File: src/rtl/cdb_arbiter.sv
// Common data bus arbiter: two in-order skid queues (ALU, LSU) feeding one registered broadcast.
// Define CDB_ROUND_ROBIN_EN for alternating grants under contention; otherwise LSU has fixed priority.
module cdb_arbiter #(
    parameter int ROB_W  = 4,
    parameter int DATA_W = 32,
    parameter int DEPTH  = 2
) (
    input  logic              clk_in,
    input  logic              rst_in,
    input  logic              rdy_in,
    input  logic              rollback_in,
    input  logic              alu_valid_in,
    input  logic [ROB_W-1:0]  alu_rob_id_in,
    input  logic [DATA_W-1:0] alu_result_in,
    output logic              alu_ready_out,
    input  logic              lsu_valid_in,
    input  logic [ROB_W-1:0]  lsu_rob_id_in,
    input  logic [DATA_W-1:0] lsu_result_in,
    output logic              lsu_ready_out,
    output logic              cdb_valid_out,
    output logic [ROB_W-1:0]  cdb_rob_id_out,
    output logic [DATA_W-1:0] cdb_result_out,
    output logic              cdb_src_out
);

    localparam int   PTR_W   = $clog2(DEPTH);
    localparam int   CNT_W   = $clog2(DEPTH + 1);
    localparam logic SRC_ALU = 1'b0;
    localparam logic SRC_LSU = 1'b1;

    // Index 0 is the ALU queue, index 1 the LSU queue, matching the cdb_src encoding.
    logic [ROB_W-1:0]  id_mem_q   [2][DEPTH];
    logic [DATA_W-1:0] data_mem_q [2][DEPTH];
    logic [PTR_W-1:0]  head_q [2];
    logic [PTR_W-1:0]  head_d [2];
    logic [PTR_W-1:0]  tail_q [2];
    logic [PTR_W-1:0]  tail_d [2];
    logic [CNT_W-1:0]  cnt_q  [2];
    logic [CNT_W-1:0]  cnt_d  [2];

    logic              last_grant_q, last_grant_d;
    logic              cdb_valid_q, cdb_valid_d;
    logic [ROB_W-1:0]  cdb_rob_id_q, cdb_rob_id_d;
    logic [DATA_W-1:0] cdb_result_q, cdb_result_d;
    logic              cdb_src_q, cdb_src_d;

    logic              in_valid  [2];
    logic [ROB_W-1:0]  in_id     [2];
    logic [DATA_W-1:0] in_data   [2];
    logic              ready     [2];
    logic              accept    [2];
    logic              from_q    [2];
    logic              cand      [2];
    logic [ROB_W-1:0]  cand_id   [2];
    logic [DATA_W-1:0] cand_data [2];
    logic              push      [2];
    logic              pop       [2];

    logic open_c;
    logic grant_any;
    logic grant_src;

    assign in_valid[0] = alu_valid_in;
    assign in_id[0]    = alu_rob_id_in;
    assign in_data[0]  = alu_result_in;
    assign in_valid[1] = lsu_valid_in;
    assign in_id[1]    = lsu_rob_id_in;
    assign in_data[1]  = lsu_result_in;

    assign open_c = rdy_in && !rollback_in;

    // The queue head always takes precedence over bypass so per-source order holds.
    always_comb begin
        for (int s = 0; s < 2; s++) begin
            ready[s]     = open_c && (cnt_q[s] < CNT_W'(DEPTH));
            accept[s]    = in_valid[s] && ready[s];
            from_q[s]    = (cnt_q[s] != '0);
            cand[s]      = from_q[s] || accept[s];
            cand_id[s]   = from_q[s] ? id_mem_q[s][head_q[s]]   : in_id[s];
            cand_data[s] = from_q[s] ? data_mem_q[s][head_q[s]] : in_data[s];
        end
    end

    assign alu_ready_out = ready[0];
    assign lsu_ready_out = ready[1];

    always_comb begin
        grant_any = open_c && (cand[0] || cand[1]);
        grant_src = SRC_ALU;
        if (cand[0] && cand[1]) begin
`ifdef CDB_ROUND_ROBIN_EN
            grant_src = ~last_grant_q;
`else
            grant_src = SRC_LSU;
`endif
        end else if (cand[1]) begin
            grant_src = SRC_LSU;
        end
    end

    always_comb begin
        for (int s = 0; s < 2; s++) begin
            pop[s]  = grant_any && (grant_src == 1'(s)) && from_q[s];
            push[s] = accept[s] && !(grant_any && (grant_src == 1'(s)) && !from_q[s]);
            head_d[s] = head_q[s] + PTR_W'(pop[s]);
            tail_d[s] = tail_q[s] + PTR_W'(push[s]);
            cnt_d[s]  = cnt_q[s] + CNT_W'(push[s]) - CNT_W'(pop[s]);
            if (rollback_in) begin
                head_d[s] = '0;
                tail_d[s] = '0;
                cnt_d[s]  = '0;
            end
        end

        last_grant_d = last_grant_q;
        cdb_valid_d  = 1'b0;
        cdb_rob_id_d = cdb_rob_id_q;
        cdb_result_d = cdb_result_q;
        cdb_src_d    = cdb_src_q;
        if (grant_any) begin
            cdb_valid_d  = 1'b1;
            cdb_rob_id_d = cand_id[grant_src];
            cdb_result_d = cand_data[grant_src];
            cdb_src_d    = grant_src;
            last_grant_d = grant_src;
        end
    end

    // Queue storage carries no reset; occupancy is tracked by the counters alone.
    always_ff @(posedge clk_in) begin
        for (int s = 0; s < 2; s++) begin
            if (push[s]) begin
                id_mem_q[s][tail_q[s]]   <= in_id[s];
                data_mem_q[s][tail_q[s]] <= in_data[s];
            end
        end
    end

    always_ff @(posedge clk_in or posedge rst_in) begin
        if (rst_in) begin
            for (int s = 0; s < 2; s++) begin
                head_q[s] <= '0;
                tail_q[s] <= '0;
                cnt_q[s]  <= '0;
            end
            last_grant_q <= SRC_LSU;
            cdb_valid_q  <= 1'b0;
            cdb_rob_id_q <= '0;
            cdb_result_q <= '0;
            cdb_src_q    <= SRC_ALU;
        end else begin
            for (int s = 0; s < 2; s++) begin
                head_q[s] <= head_d[s];
                tail_q[s] <= tail_d[s];
                cnt_q[s]  <= cnt_d[s];
            end
            last_grant_q <= last_grant_d;
            cdb_valid_q  <= cdb_valid_d;
            cdb_rob_id_q <= cdb_rob_id_d;
            cdb_result_q <= cdb_result_d;
            cdb_src_q    <= cdb_src_d;
        end
    end

    assign cdb_valid_out  = cdb_valid_q;
    assign cdb_rob_id_out = cdb_rob_id_q;
    assign cdb_result_out = cdb_result_q;
    assign cdb_src_out    = cdb_src_q;

endmodule

File: config.mk
export PLATFORM = sky130hd
export DESIGN_NAME = cdb_arbiter
export DESIGN_NICKNAME = d
export VERILOG_FILES = /design/src/rtl/cdb_arbiter.sv
export SDC_FILE = /design/constraint.sdc
export NUM_CORES = 1
export LEC_CHECK = 0
export ABC_AREA = 1
export CORE_ASPECT_RATIO = 1.5
export CORE_MARGIN = 3
export CORE_UTILIZATION = 59
export CTS_CLUSTER_DIAMETER = 50
export DETAILED_ROUTE_END_ITERATION = 6
export PLACE_DENSITY = 0.85
export SLEW_MARGIN = 20
export SYNTH_ARGS = -nofsm -noshare
export SYNTH_HDL_FRONTEND = slang
export SYNTH_SLANG_ARGS = --single-unit
File: constraint.sdc
create_clock -name clk_in -period 4.4 [get_ports clk_in]
set_clock_uncertainty 0.05 [all_clocks]
set_input_delay 1.1 -clock clk_in [delete_from_list [all_inputs] [get_ports clk_in]]
set_output_delay 1.1 -clock clk_in [all_outputs]
set_load 0.02 [all_outputs]
==> impl_metrics.toml <==
[status]
status = "finished, final reports clean"

[clocking]
htree_num_levels = 4
cts_resized = 0
clock-sinks = 190
clock_latency_ns = 0.43
cts.root.buffer_cell = "clkbuf_16"
cts_buffer_depth = 2
cts_hold_buffers = 0
cts.clk_slew.worst_paths_ns = 0.07
cts-buffers-inserted = 17
cts_tree = "yes"
post_cts_buffers = 0

[yosys]
synth_xor_xnor_area_share_pct = 0.208
synth_top_family_by_area = "simple AND/OR/NAND/NOR gates"
synth_fa_ha_area_share_pct = 1.19
seq_area_frac_synth_pct = 64.9
synth-compound-area-share_pct = 0.356
yosysTopAreaCell = "edfxtp_1"
synth_cell_types = 25
yosys.area_share.simple_pct = 29.6
syn_area_mm2 = 0.00844
yosysTopAreaCellShare_pct = 51.2
synth_seq_cells = 190
syn-num-nets = 964
syn_area_per_cell_um2 = 9.61
synth.area.mux_share_pct = 0
synth_cells = 878
synth.area.top_cells = "edfxtp_1 (51%), nand2_1 (21%), dfrtp_1 (14%)"
yosys_warnings = 0

[placement]
place_hpwl_mm = 12.6
place_inst = 1153
gp_congestion = 0.831
dpl_cell_area_mm2 = 0.00976
port_buffers = 117
dp_slack_ns = 0.608

[min_path]
min_path_type = "flip-flop to flip-flop"

[sta]
slew_viol_final = 0
slew_headroom_pct = 39.5
hold_viol = 0
fin_tns_setup_ns = 0
rsz0062_at_grt = "no"
whs_ns = 0.429
worst_slack_ns = 0.582
finalSetupViolCount = 0
period_needed_ns = 3.82
fin_crit_sh_pct = 86.8
tightest_slew_ns = 0.906
clock.fmax_mhz = 262

[drt]
drtIter0Drc = 519
final_antenna_net_count = 0
firstDrtPassIters = 5
wire_per_inst_um = 17.8
drc = 0
routed_wl_mm = 21.1
viasPerCell = 5.51
num_vias = 6531

[critical_path]
criticalPathCategory = "input port to primary output"
crit_fanout = 7
cp-start-kind = "input port"
critPathRequiredTime_ns = 3.25
arrival_ns = 2.67
endpoint_kind = "primary output"

[global_routing]
antenna_found_initial = 1
track_usage_pct = 27.5
grt_max_degree = 74
grt_pass1_vias = 6652
grt_pass1_wl_mm = 33.9
grt_remaining_overflow = 0

[layout]
post-route-util_pct = 75.6
fin_cells = 1186
fin_area_mm2 = 0.0104
area_delta_synth_final_pct = 23.0
layout-drive-gt1-share_pct = 9.74
nets = 1069

[power]
p_leak_nw = 4.47
vdd_drop_max_mv = 0.443
power_mw = 4.43
power.density_mw_per_mm2 = 427

[run]
cap_violations = 0

[floorplan]
fp.coreArea_mm2 = 0.0137
pin_count = 118
start_util_pct = 61.5
row_count = 52
die_w_um = 104
die_area_mm2 = 0.0158
fp.dieH_um = 152
## sequential cells by signal, indices dropped and copies added, names as in the netlist
name / flops
id_mem_q: 16
cdb_valid_out: 1
cnt_q: 4
head_q: 2
cdb_rob_id_out: 4
cdb_result_out: 32
cdb_src_out: 1
tail_q: 2
data_mem_q: 128
## critical path: stages
cell and delay [ns]:
clkdlybuf4s50_1 0.58, nor3_1 0.33, clkdlybuf4s50_1 0.66
## synthesized netlist by cell type (all sizes together)
library cell and number:
nand3 77, nor2 12, or2 36, nand2 478, nor3 1, inv 24
o21ai 3, clkinv 1, a21oi 3, nand4 1, xor2 2, edfxtp 144
buf 26, clkbuf 16, dfrtp 46, ha 8
## power breakdown
part | total, mW | internal, mW | switching, mW
registers | 2.09 | 2.03 | 0.0554
clock network | 1.59 | 0.906 | 0.686
logic | 0.752 | 0.327 | 0.425
## cells by family after synthesis
family	after synthesis
buffers and inverters	67
AOI/OAI and AO/OA	6
xor gates and xnor gates	2
and+or+nand+nor	605
DFF	190
adders and majority gates	8
## path summary, 6_finish.rpt
check,startpoint,end,slack [ns],cells past startpoint
max,rollback_in,alu_ready_out,0.58,3
min,cdb_result_out[27],cdb_result_out[27],0.43,2
max reg2reg,cnt_q[3],data_mem_q[0][45],1.43,8
min reg2reg,cdb_result_out[27],cdb_result_out[27],0.43,2
max in group asynchronous,rst_in,cdb_result_out[16],2.66,2
min in group asynchronous,rst_in,cdb_result_out[1],1.12,2
## routing by layer
layer	wire, µm	part of all wire (%)	track usage (%)	vias up
li1	-	-	-	3046
met3	1690	8.0	5.93	70
met1	7340	35	31.9	3069
met4	847	4.0	14.1	0
met2	11200	53	48.2	346
met5	0	0	0	-
## cell usage in the layout (no fill, tap or decap), drive strengths merged
| master | instances |
|---|---|
| nand2 | 478 |
| edfxtp | 144 |
| clkdlybuf4s50 | 117 |
| nand3 | 77 |
| dfrtp | 46 |
| or2 | 36 |
| inv | 27 |
| clkbuf | 18 |
| nor2 | 12 |
| buf | 11 |
| ha | 8 |
| clkinv | 6 |
| a21oi | 3 |
| o21ai | 3 |
| clkinvlp | 3 |
| bufinv | 3 |
| xor2 | 2 |
| diode | 1 |
| nor3 | 1 |
| nand4 | 1 |
## cell type report
class | instances | area, µm²
sequential | 190 | 5480
fill | 891 | 3350
multi-input combinational | 621 | 2670
timing repair buffer | 128 | 1290
clock buffer | 18 | 429
tap | 189 | 236
clock inverter | 14 | 183
inverter | 25 | 96.3
antenna | 1 | 2.50
Note: power is estimated with default switching activity, not from simulation.
